File: config.mk
export PLATFORM = sky130hd
export DESIGN_NAME = prim_ram_1p_initiator_flat
export DESIGN_NICKNAME = d
export VERILOG_FILES = /design/src/rtl/prim_ram_1p_initiator_if.sv /design/src/rtl/prim_ram_1p_initiator.sv /design/src/flat_wrapper.sv
export SDC_FILE = /design/constraint.sdc
export NUM_CORES = 1
export LEC_CHECK = 0
export CORE_MARGIN = 4
export CORE_UTILIZATION = 44
export CTS_CLUSTER_SIZE = 20
export DETAILED_ROUTE_END_ITERATION = 16
export GPL_ROUTABILITY_DRIVEN = 0
export PLACE_DENSITY = 0.8
export SLEW_MARGIN = 30
export SYNTH_ARGS = -nofsm -noshare
export SYNTH_HDL_FRONTEND = slang
export SYNTH_SLANG_ARGS = --single-unit
File: constraint.sdc
create_clock -name clk_i -period 2.1 [get_ports clk_i]
set_input_delay 0.42 -clock clk_i [delete_from_list [all_inputs] [get_ports clk_i]]
set_output_delay 0.42 -clock clk_i [all_outputs]
set_load 0.05 [all_outputs]
File: src/rtl/prim_ram_1p_initiator_if.sv
// Command, read-response and RAM-side signals of prim_ram_1p_initiator.
// The slave modport is the initiator's view; master is the environment's view.
interface prim_ram_1p_initiator_if #(
  parameter int Width = 32,
  parameter int Depth = 128
);
  localparam int Aw = $clog2(Depth);

  // command channel
  logic             cmd_valid_i;
  logic             cmd_ready_o;
  logic             cmd_write_i;
  logic [Aw-1:0]    cmd_addr_i;
  logic [Width-1:0] cmd_wdata_i;
  logic [Width-1:0] cmd_wmask_i;

  // read-response channel
  logic             rsp_valid_o;
  logic             rsp_ready_i;
  logic [Width-1:0] rsp_rdata_o;

  // single-port RAM, one cycle read latency
  logic             ram_req_o;
  logic             ram_write_o;
  logic [Aw-1:0]    ram_addr_o;
  logic [Width-1:0] ram_wdata_o;
  logic [Width-1:0] ram_wmask_o;
  logic             ram_rvalid_i;
  logic [Width-1:0] ram_rdata_i;

  // status
  logic             busy_o;
  logic             err_o;

  modport slave (
    input  cmd_valid_i, cmd_write_i, cmd_addr_i, cmd_wdata_i, cmd_wmask_i,
    output cmd_ready_o,
    output rsp_valid_o, rsp_rdata_o,
    input  rsp_ready_i,
    output ram_req_o, ram_write_o, ram_addr_o, ram_wdata_o, ram_wmask_o,
    input  ram_rvalid_i, ram_rdata_i,
    output busy_o, err_o
  );

  modport master (
    output cmd_valid_i, cmd_write_i, cmd_addr_i, cmd_wdata_i, cmd_wmask_i,
    input  cmd_ready_o,
    input  rsp_valid_o, rsp_rdata_o,
    output rsp_ready_i,
    input  ram_req_o, ram_write_o, ram_addr_o, ram_wdata_o, ram_wmask_o,
    output ram_rvalid_i, ram_rdata_i,
    input  busy_o, err_o
  );
endinterface

File: src/rtl/prim_ram_1p_initiator.sv
// Single-port RAM initiator: forwards commands to a 1-cycle-latency RAM,
// tracks one outstanding read and buffers read data in a credit-protected
// response FIFO so responses leave in command order.
// Optional macro PRIM_RAM_1P_INIT_CLEAR_EN: after reset, sweep all Depth
// words to zero before accepting commands (busy_o high during the sweep).
module prim_ram_1p_initiator #(
  parameter int Width    = 32,
  parameter int Depth    = 128,
  parameter int RspDepth = 4
) (
  input logic                   clk_i,
  input logic                   rst_i,
  prim_ram_1p_initiator_if.slave bus
);
  localparam int Aw = $clog2(Depth);
  localparam int CW = $clog2(RspDepth + 1);
  localparam int PW = $clog2(RspDepth);

  logic             cmd_ready;
  logic             accept_rd;
  logic             credit_ok;
  logic [CW:0]      credit_used;
  logic             in_init;

  logic             inflight_q;
  logic             err_q;
  logic [CW-1:0]    fifo_count_q;
  logic [PW-1:0]    wr_ptr_q;
  logic [PW-1:0]    rd_ptr_q;
  logic [Width-1:0] fifo_mem [RspDepth];

  logic             push;
  logic             pop;
  logic             rsp_valid;

  function automatic logic [PW-1:0] ptr_inc(input logic [PW-1:0] p);
    if (p == PW'(RspDepth - 1)) return '0;
    else return p + PW'(1);
  endfunction

`ifdef PRIM_RAM_1P_INIT_CLEAR_EN
  typedef enum logic {ST_INIT, ST_RUN} state_e;
  state_e        state_q, state_d;
  logic [Aw-1:0] init_addr_q, init_addr_d;

  // state register and sweep address counter
  always_ff @(posedge clk_i) begin
    if (rst_i) begin
      state_q     <= ST_INIT;
      init_addr_q <= '0;
    end else begin
      state_q     <= state_d;
      init_addr_q <= init_addr_d;
    end
  end

  // sweep advances one word per cycle and hands over to RUN after the last word
  always_comb begin
    state_d     = state_q;
    init_addr_d = init_addr_q;
    if (state_q == ST_INIT) begin
      init_addr_d = init_addr_q + Aw'(1);
      if (init_addr_q == Aw'(Depth - 1)) begin
        state_d     = ST_RUN;
        init_addr_d = '0;
      end
    end
  end

  assign in_init    = (state_q == ST_INIT);
  assign bus.busy_o = in_init;
`else
  assign in_init    = 1'b0;
  assign bus.busy_o = 1'b0;
`endif

  // outstanding read plus buffered responses must fit in the FIFO
  assign credit_used = {1'b0, fifo_count_q} + {{CW{1'b0}}, inflight_q};
  assign credit_ok   = credit_used < (CW+1)'(RspDepth);

  // command acceptance and RAM request steering
  always_comb begin
    cmd_ready       = 1'b0;
    bus.ram_req_o   = 1'b0;
    bus.ram_write_o = 1'b0;
    bus.ram_addr_o  = bus.cmd_addr_i;
    bus.ram_wdata_o = bus.cmd_wdata_i;
    bus.ram_wmask_o = bus.cmd_wmask_i;
    if (!rst_i) begin
      if (in_init) begin
        bus.ram_req_o   = 1'b1;
        bus.ram_write_o = 1'b1;
`ifdef PRIM_RAM_1P_INIT_CLEAR_EN
        bus.ram_addr_o  = init_addr_q;
`endif
        bus.ram_wdata_o = '0;
        bus.ram_wmask_o = '1;
      end else begin
        cmd_ready = bus.cmd_write_i | credit_ok;
        if (bus.cmd_valid_i && cmd_ready) begin
          bus.ram_req_o   = 1'b1;
          bus.ram_write_o = bus.cmd_write_i;
        end
      end
    end
  end

  assign accept_rd       = bus.cmd_valid_i & cmd_ready & ~bus.cmd_write_i;
  assign bus.cmd_ready_o = cmd_ready;

  assign push      = ~rst_i & bus.ram_rvalid_i & inflight_q;
  assign rsp_valid = ~rst_i & (fifo_count_q != '0);
  assign pop       = rsp_valid & bus.rsp_ready_i;

  // control state: in-flight flag, sticky error, FIFO pointers and count
  always_ff @(posedge clk_i) begin
    if (rst_i) begin
      inflight_q   <= 1'b0;
      err_q        <= 1'b0;
      fifo_count_q <= '0;
      wr_ptr_q     <= '0;
      rd_ptr_q     <= '0;
    end else begin
      if (accept_rd)             inflight_q <= 1'b1;
      else if (bus.ram_rvalid_i) inflight_q <= 1'b0;
      if (bus.ram_rvalid_i && !inflight_q) err_q <= 1'b1;
      if (push) wr_ptr_q <= ptr_inc(wr_ptr_q);
      if (pop)  rd_ptr_q <= ptr_inc(rd_ptr_q);
      case ({push, pop})
        2'b10:   fifo_count_q <= fifo_count_q + CW'(1);
        2'b01:   fifo_count_q <= fifo_count_q - CW'(1);
        default: fifo_count_q <= fifo_count_q;
      endcase
    end
  end

  // response data storage
  always_ff @(posedge clk_i) begin
    if (push) fifo_mem[wr_ptr_q] <= bus.ram_rdata_i;
  end

  assign bus.rsp_valid_o = rsp_valid;
  assign bus.rsp_rdata_o = fifo_mem[rd_ptr_q];
  assign bus.err_o       = err_q;
endmodule
File: src/flat_wrapper.sv
// flat-port wrapper written by rule: the top's interface ports become plain ports
module prim_ram_1p_initiator_flat 
#(
  parameter int Width    = 32,
  parameter int Depth    = 128,
  parameter int RspDepth = 4
)
  (clk_i, rst_i, bus_cmd_valid_i, bus_cmd_write_i, bus_cmd_addr_i, bus_cmd_wdata_i, bus_cmd_wmask_i, bus_cmd_ready_o, bus_rsp_valid_o, bus_rsp_rdata_o, bus_rsp_ready_i, bus_ram_req_o, bus_ram_write_o, bus_ram_addr_o, bus_ram_wdata_o, bus_ram_wmask_o, bus_ram_rvalid_i, bus_ram_rdata_i, bus_busy_o, bus_err_o);
  prim_ram_1p_initiator_if #(.Width(Width), .Depth(Depth)) bus_i ();
  input logic clk_i;
  input logic rst_i;
  input wire logic [$bits(bus_i.cmd_valid_i)-1:0] bus_cmd_valid_i;
  input wire logic [$bits(bus_i.cmd_write_i)-1:0] bus_cmd_write_i;
  input wire logic [$bits(bus_i.cmd_addr_i)-1:0] bus_cmd_addr_i;
  input wire logic [$bits(bus_i.cmd_wdata_i)-1:0] bus_cmd_wdata_i;
  input wire logic [$bits(bus_i.cmd_wmask_i)-1:0] bus_cmd_wmask_i;
  output wire logic [$bits(bus_i.cmd_ready_o)-1:0] bus_cmd_ready_o;
  output wire logic [$bits(bus_i.rsp_valid_o)-1:0] bus_rsp_valid_o;
  output wire logic [$bits(bus_i.rsp_rdata_o)-1:0] bus_rsp_rdata_o;
  input wire logic [$bits(bus_i.rsp_ready_i)-1:0] bus_rsp_ready_i;
  output wire logic [$bits(bus_i.ram_req_o)-1:0] bus_ram_req_o;
  output wire logic [$bits(bus_i.ram_write_o)-1:0] bus_ram_write_o;
  output wire logic [$bits(bus_i.ram_addr_o)-1:0] bus_ram_addr_o;
  output wire logic [$bits(bus_i.ram_wdata_o)-1:0] bus_ram_wdata_o;
  output wire logic [$bits(bus_i.ram_wmask_o)-1:0] bus_ram_wmask_o;
  input wire logic [$bits(bus_i.ram_rvalid_i)-1:0] bus_ram_rvalid_i;
  input wire logic [$bits(bus_i.ram_rdata_i)-1:0] bus_ram_rdata_i;
  output wire logic [$bits(bus_i.busy_o)-1:0] bus_busy_o;
  output wire logic [$bits(bus_i.err_o)-1:0] bus_err_o;
  assign bus_i.cmd_valid_i = bus_cmd_valid_i;
  assign bus_i.cmd_write_i = bus_cmd_write_i;
  assign bus_i.cmd_addr_i = bus_cmd_addr_i;
  assign bus_i.cmd_wdata_i = bus_cmd_wdata_i;
  assign bus_i.cmd_wmask_i = bus_cmd_wmask_i;
  assign bus_cmd_ready_o = bus_i.cmd_ready_o;
  assign bus_rsp_valid_o = bus_i.rsp_valid_o;
  assign bus_rsp_rdata_o = bus_i.rsp_rdata_o;
  assign bus_i.rsp_ready_i = bus_rsp_ready_i;
  assign bus_ram_req_o = bus_i.ram_req_o;
  assign bus_ram_write_o = bus_i.ram_write_o;
  assign bus_ram_addr_o = bus_i.ram_addr_o;
  assign bus_ram_wdata_o = bus_i.ram_wdata_o;
  assign bus_ram_wmask_o = bus_i.ram_wmask_o;
  assign bus_i.ram_rvalid_i = bus_ram_rvalid_i;
  assign bus_i.ram_rdata_i = bus_ram_rdata_i;
  assign bus_busy_o = bus_i.busy_o;
  assign bus_err_o = bus_i.err_o;
  prim_ram_1p_initiator #(.Width(Width), .Depth(Depth), .RspDepth(RspDepth)) u_core (.clk_i(clk_i), .rst_i(rst_i), .bus(bus_i));
endmodule
Word-level counts from Yosys, hierarchy flattened --
Memories as Yosys holds them, arrays and structs flattened. A register that Yosys moved wholly into a read port is not among the register bits. Index checks and enable logic that the tools add are counted.
Operators by class: reductions and logical operators 6, bitwise logic cells 9, add/subtract/negate cells 5, order comparisons 1, equality and inequality tests 4, multiplexer cells 14
Operators by type and width (count):
- 1-bit two-way mux | 9
- 2-bit two-way mux | 4
- 1-bit AND | 6
- 2-bit equality test (second input constant) | 3
- 3-bit case mux with 2 select lines | 1
- 2-bit by 1-bit adder with 2-bit output (second input constant) | 2
- 3-bit by 1-bit adder with 4-bit output | 1
- 4-bit by 3-bit less-than comparator with 1-bit output (second input constant) | 1
- 2-bit nonzero test | 2
- 3-bit by 1-bit adder with 3-bit output (second input constant) | 1
- 3-bit nonzero test | 1
- 3-bit by 1-bit subtractor with 3-bit output (second input constant) | 1
- 2-bit by 1-bit equality test with 1-bit output (second input constant) | 1
- 1-bit logical AND | 2
- 1-bit NOT | 2
- 1-bit logical NOT | 1
- 1-bit OR | 1
Word-level totals: register bits after elaboration 9, memories 1, logic and storage cells 45, RAM bits 128, bits of input ports 109
Memory list:
- u_core.fifo_mem | words 4, width 32, rd ports 1, clocked after memory_dff 1, write ports 1, line prim_ram_1p_initiator.sv:30 | logic [Width-1:0] fifo_mem [RspDepth];

Longest topological paths before layout --
word-level depth 7, mapped depth 9, depth with buffers taken out 9

Least setup slack after synthesis --
Ideal clock, no wire load.
path type input port to output port, start input rst_i, end output bus_ram_req_o, stages on the path 2, data arrival time 1791 ps, data required time 1680 ps, path buffers 1, slack -111 ps, cell sequence clkbuf_1 nor3b_1
Between the ends: cells in the longest elaborated chain, start to end 1
Ends and longest elaborated chain:
- from (decl) | line flat_wrapper.sv:11 | input logic rst_i;
- 1-bit two-way mux | line prim_ram_1p_initiator.sv:89 | if (!rst_i) begin
- to (decl) | line flat_wrapper.sv:21 | output wire logic [$bits(bus_i.ram_req_o)-1:0] bus_ram_req_o;
No other way between the ends.

==> flow_metrics.tcl <==
set metrics [dict create \
    run_status "finished, violations left" \
    violations "negative setup slack" \
    path_common_cell "sky130_fd_sc_hd__buf_12" \
    dp_hpwl_um 7430 \
    initial_utilization 0.454 \
    crit_path_end_kind "output port" \
    timing.hold.worst.class "reg2reg" \
    critical_path_arrival_ns 1.73 \
    switchingPower_mw 1.31 \
    die_w_um 123 \
    routed_wire_length_per_instance_um 21.2 \
    yosys-top-cells-area "sky130_fd_sc_hd__edfxtp_1 (67%), sky130_fd_sc_hd__mux4_2 (12%), sky130_fd_sc_hd__buf_4 (9.4%)" \
    synth_unique_cells 30 \
    detailed_routing_iteration_count_for_the_pre_antenna_repair_pass 6 \
    cts_buffer_depth 2 \
    synth_warnings 0 \
    netlist_instances 305 \
    worst_ir_drop_vdd_uv 501 \
    drive_above_1_share 0.365 \
    fill_cell_count 972 \
    detail_route.wirelength_um 11100 \
    vias_per_cell 5.04 \
    reg2reg_setup_slack_ns 0.10 \
    multi_input_comb_area_mm2 0.00106 \
    drt-initial-drc-count 153 \
    rsz_0062_raised_after_global_routing "yes" \
    clk_root_buffer_cell "sky130_fd_sc_hd__clkbuf_16" \
    area_growth_syn_to_layout_pct 24.4 \
    switching_share 0.201 \
    critical_path_peak_fanout 12 \
    worstPathCellList "buf_12 > mux4_2 > buf_12" \
    power_density_mw_per_mm2 907 \
    power.sequential.fraction 0.468 \
    clkTransAtPathRegs_ns 0.06 \
    rr_worst_depth 8 \
    num_vias 2637 \
    htreeDepth 4 \
    worst_setup_path_start_kind "flip-flop" \
    leakage_nw 2.39 \
    period_minus_slack_ns 2.15 \
    rows 41 \
    drcViolationCount 0 \
    dpl_worst_slack_ns -0.321 \
    tightestPinTransition_ns 0.501 \
    grt_max_degree 25 \
    timing.critical_path.depth 3 \
    synthesis.nets 421 \
    cp.buffers_inverters 2 \
    io_pins 218 \
    io_buffers 74 \
    ant_nets 0 \
    synth.top_cell.area_share 0.665 \
    synth.cell_area_mm2 0.00578 \
    worst_path_dominant_cell_family "multiplexers" \
    max_freq_mhz 465 \
    die_h_um 123 \
    core_area_mm2 0.0127 \
    worst_r2r_startpoint "u_core.fifo_count_q[1]$_SDFFE_PP0P_" \
    groute.usage.overall 0.156 \
    stage_delay_of_the_slowest_cell_on_the_critical_path_ns 0.56 \
    num_antenna_cells 0 \
    slowest_stage "sky130_fd_sc_hd__mux4_2" \
    power_report.internal_total_mw 5.21 \
    timing.slew.headroom 0.665 \
    setup_viol_count_final 21 \
    first_global_vias 2896 \
    number_of_clock_buffers_inserted_by_tritoncts 17 \
    timing.final.hold_violations 0 \
    cts_tree "built" \
    dieArea_mm2 0.0150 \
    setup.worst_path.end "bus_rsp_rdata_o[9]" \
    slew_violations 0 \
    regToRegEndpoint "u_core.fifo_count_q[2]$_SDFFE_PP0P_" \
    cts_hold_repair.buffers 0 \
    grt_pass1_wl_um 16700 \
    layout_setup_ws_ns -0.0501 \
    worstHoldStart "u_core.bus.err_o$_SDFFE_PP0P_" \
    critPathRequiredTime_ns 1.68 \
    area.sequential_mm2 0.00407 \
    cts_sinks 139 \
    overflow 0 \
    clock_insertion_delay_worst_skew_ns 0.41 \
    finish.net_count 454 \
    power.share.clock 0.473 \
    syn_avg_cell_area_um2 18.9 \
    power_frac_comb 0.059 \
    worst_setup_path_category "reg2out" \
    antenna_found_initial 0 \
    ys_seq_elements 139 \
    fin_crit_sh 1.02 \
    clock_skew_ns 0.00982 \
    synthDominantAreaCellType "sky130_fd_sc_hd__edfxtp_1" \
    cap_violations 0 \
    power_mw 6.52 \
    register_area_share_after_synthesis 0.703 \
]
layout by cell type (no fill, tap or decap), types with 3 or more instances in the layout:
| cell | count |
|---|---|
| sky130_fd_sc_hd__dfxtp_1 | 8 |
| sky130_fd_sc_hd__ha_1 | 6 |
| sky130_fd_sc_hd__bufinv_16 | 4 |
| sky130_fd_sc_hd__clkinvlp_4 | 4 |
| sky130_fd_sc_hd__clkdlybuf4s50_1 | 38 |
| sky130_fd_sc_hd__a21oi_1 | 4 |
| sky130_fd_sc_hd__clkbuf_16 | 17 |
| sky130_fd_sc_hd__inv_1 | 7 |
| sky130_fd_sc_hd__edfxtp_1 | 128 |
| sky130_fd_sc_hd__and2_2 | 4 |
| sky130_fd_sc_hd__mux4_2 | 31 |
| sky130_fd_sc_hd__buf_12 | 23 |
| sky130_fd_sc_hd__buf_6 | 19 |
| sky130_fd_sc_hd__nor2_1 | 12 |
| sky130_fd_sc_hd__clkinv_4 | 3 |
| sky130_fd_sc_hd__buf_4 | 12 |
cells by family after synthesis:
kind of cell | synth area share
flops | 0.703
mux | 0.132
compound gates | 0.00671
xor+xnor | 0.00303
buf+inv | 0.114
simple gates | 0.0243
other cells | 0.000649
fa+ha+maj | 0.0165
metrics by stage:
step / std cells / TNS [ns] / hold WS [ns] / instance area [um2] / util
6_report: 523 / -0.511 / 0.478 / 7180 / 0.565
5_1_grt: 523 / -2.47 / 0.518 / 7180 / 0.565
4_1_cts: 523 / -1.49 / 0.477 / 7180 / 0.565
3_5_place_dp: 490 / -0.405 / 0.463 / 6450 / 0.507
3_3_place_gp: 490 / -0.284 / 0.457 / 6450 / 0.507
2_1_floorplan: 305 / 0 / 0.469 / 5780 / -
synthesized netlist by cell type:
cell type                    n
sky130_fd_sc_hd__nand3_1     2
sky130_fd_sc_hd__dfxtp_1    11
sky130_fd_sc_hd__clkbuf_1    1
sky130_fd_sc_hd__buf_2       3
sky130_fd_sc_hd__nand2_1     2
sky130_fd_sc_hd__mux2_2      2
sky130_fd_sc_hd__nor2b_1     2
sky130_fd_sc_hd__or3_1       1
sky130_fd_sc_hd__inv_1       7
sky130_fd_sc_hd__o21ai_0     1
sky130_fd_sc_hd__nor3b_2     1
sky130_fd_sc_hd__a21oi_1     4
sky130_fd_sc_hd__and3b_1     1
sky130_fd_sc_hd__nor2_1     12
sky130_fd_sc_hd__buf_6       1
sky130_fd_sc_hd__edfxtp_1  128
sky130_fd_sc_hd__conb_1      1
sky130_fd_sc_hd__a31oi_1     1
sky130_fd_sc_hd__fa_1        1
sky130_fd_sc_hd__nor3_1      1
sky130_fd_sc_hd__nor3b_1     1
sky130_fd_sc_hd__mux4_2     30
sky130_fd_sc_hd__mux4_1      2
sky130_fd_sc_hd__xor2_1      2
sky130_fd_sc_hd__and2_1      4
sky130_fd_sc_hd__mux2i_1     1
sky130_fd_sc_hd__o31ai_1     1
sky130_fd_sc_hd__buf_4      72
sky130_fd_sc_hd__buf_12      3
sky130_fd_sc_hd__ha_1        6
per-layer routing:
layer,up-vias,share of wire,routed length [um],global-route usage
met2,108,0.57,6320,0.287
li1,1165,-,-,-
met5,-,0,0,0
met4,0,0.019,205,0.0679
met3,25,0.069,761,0.0608
met1,1339,0.34,3790,0.155
layout make-up:
class | count | area share
well taps | 172 | 0.0300
clock inverters | 15 | 0.0275
clock buffers | 17 | 0.0592
flip-flops and latches | 139 | 0.567
multi-input cells | 79 | 0.148
inverters | 7 | 0.00366
repair buffers | 94 | 0.165
worst min-delay path, delay by kind of cell (launching register included):
| family | cells | cell delay (ns) |
|---|---|---|
| compound gates | 1 | 0.04 |
| flops | 1 | 0.32 |
| simple gates | 1 | 0.08 |
power groups by stage:
stage	combinational [mW]	sequential, mW	clock, mW
after floorplan	0.539	3.11	0
after global placement	0.363	3.10	0
after detailed placement	0.372	3.11	0
after CTS	0.389	3.05	3.15
after global routing	0.404	3.05	3.28
final	0.383	3.05	3.08
worst min-delay path by stage:
stage,slack (ns),to,depth (start not counted)
after floorplan,0.47,u_core.wr_ptr_q[1]$_SDFFE_PP0P_,2
after global placement,0.46,u_core.bus.err_o$_SDFFE_PP0P_,2
after detailed placement,0.46,u_core.bus.err_o$_SDFFE_PP0P_,2
after CTS,0.48,u_core.bus.err_o$_SDFFE_PP0P_,2
after global routing,0.52,u_core.bus.err_o$_SDFFE_PP0P_,2
final,0.48,u_core.bus.err_o$_SDFFE_PP0P_,2
registers in the layout (all words and copies together), names as in the netlist, named ones only:
name	count
u_core.bus.err_o	1
u_core.inflight_q	1
u_core.wr_ptr_q	2
u_core.rd_ptr_q	2
u_core.fifo_mem	128
u_core.fifo_count_q	3
what timing repair did:
| item | CTS | global route |
|---|---|---|
| setup buffers | 0 | 0 |
| gates cloned | 1 | 0 |
| endpoints found under the setup margin | 32 | 33 |
| gates resized for setup | 24 | 1 |
Note: power is estimated with default switching activity, not from simulation.
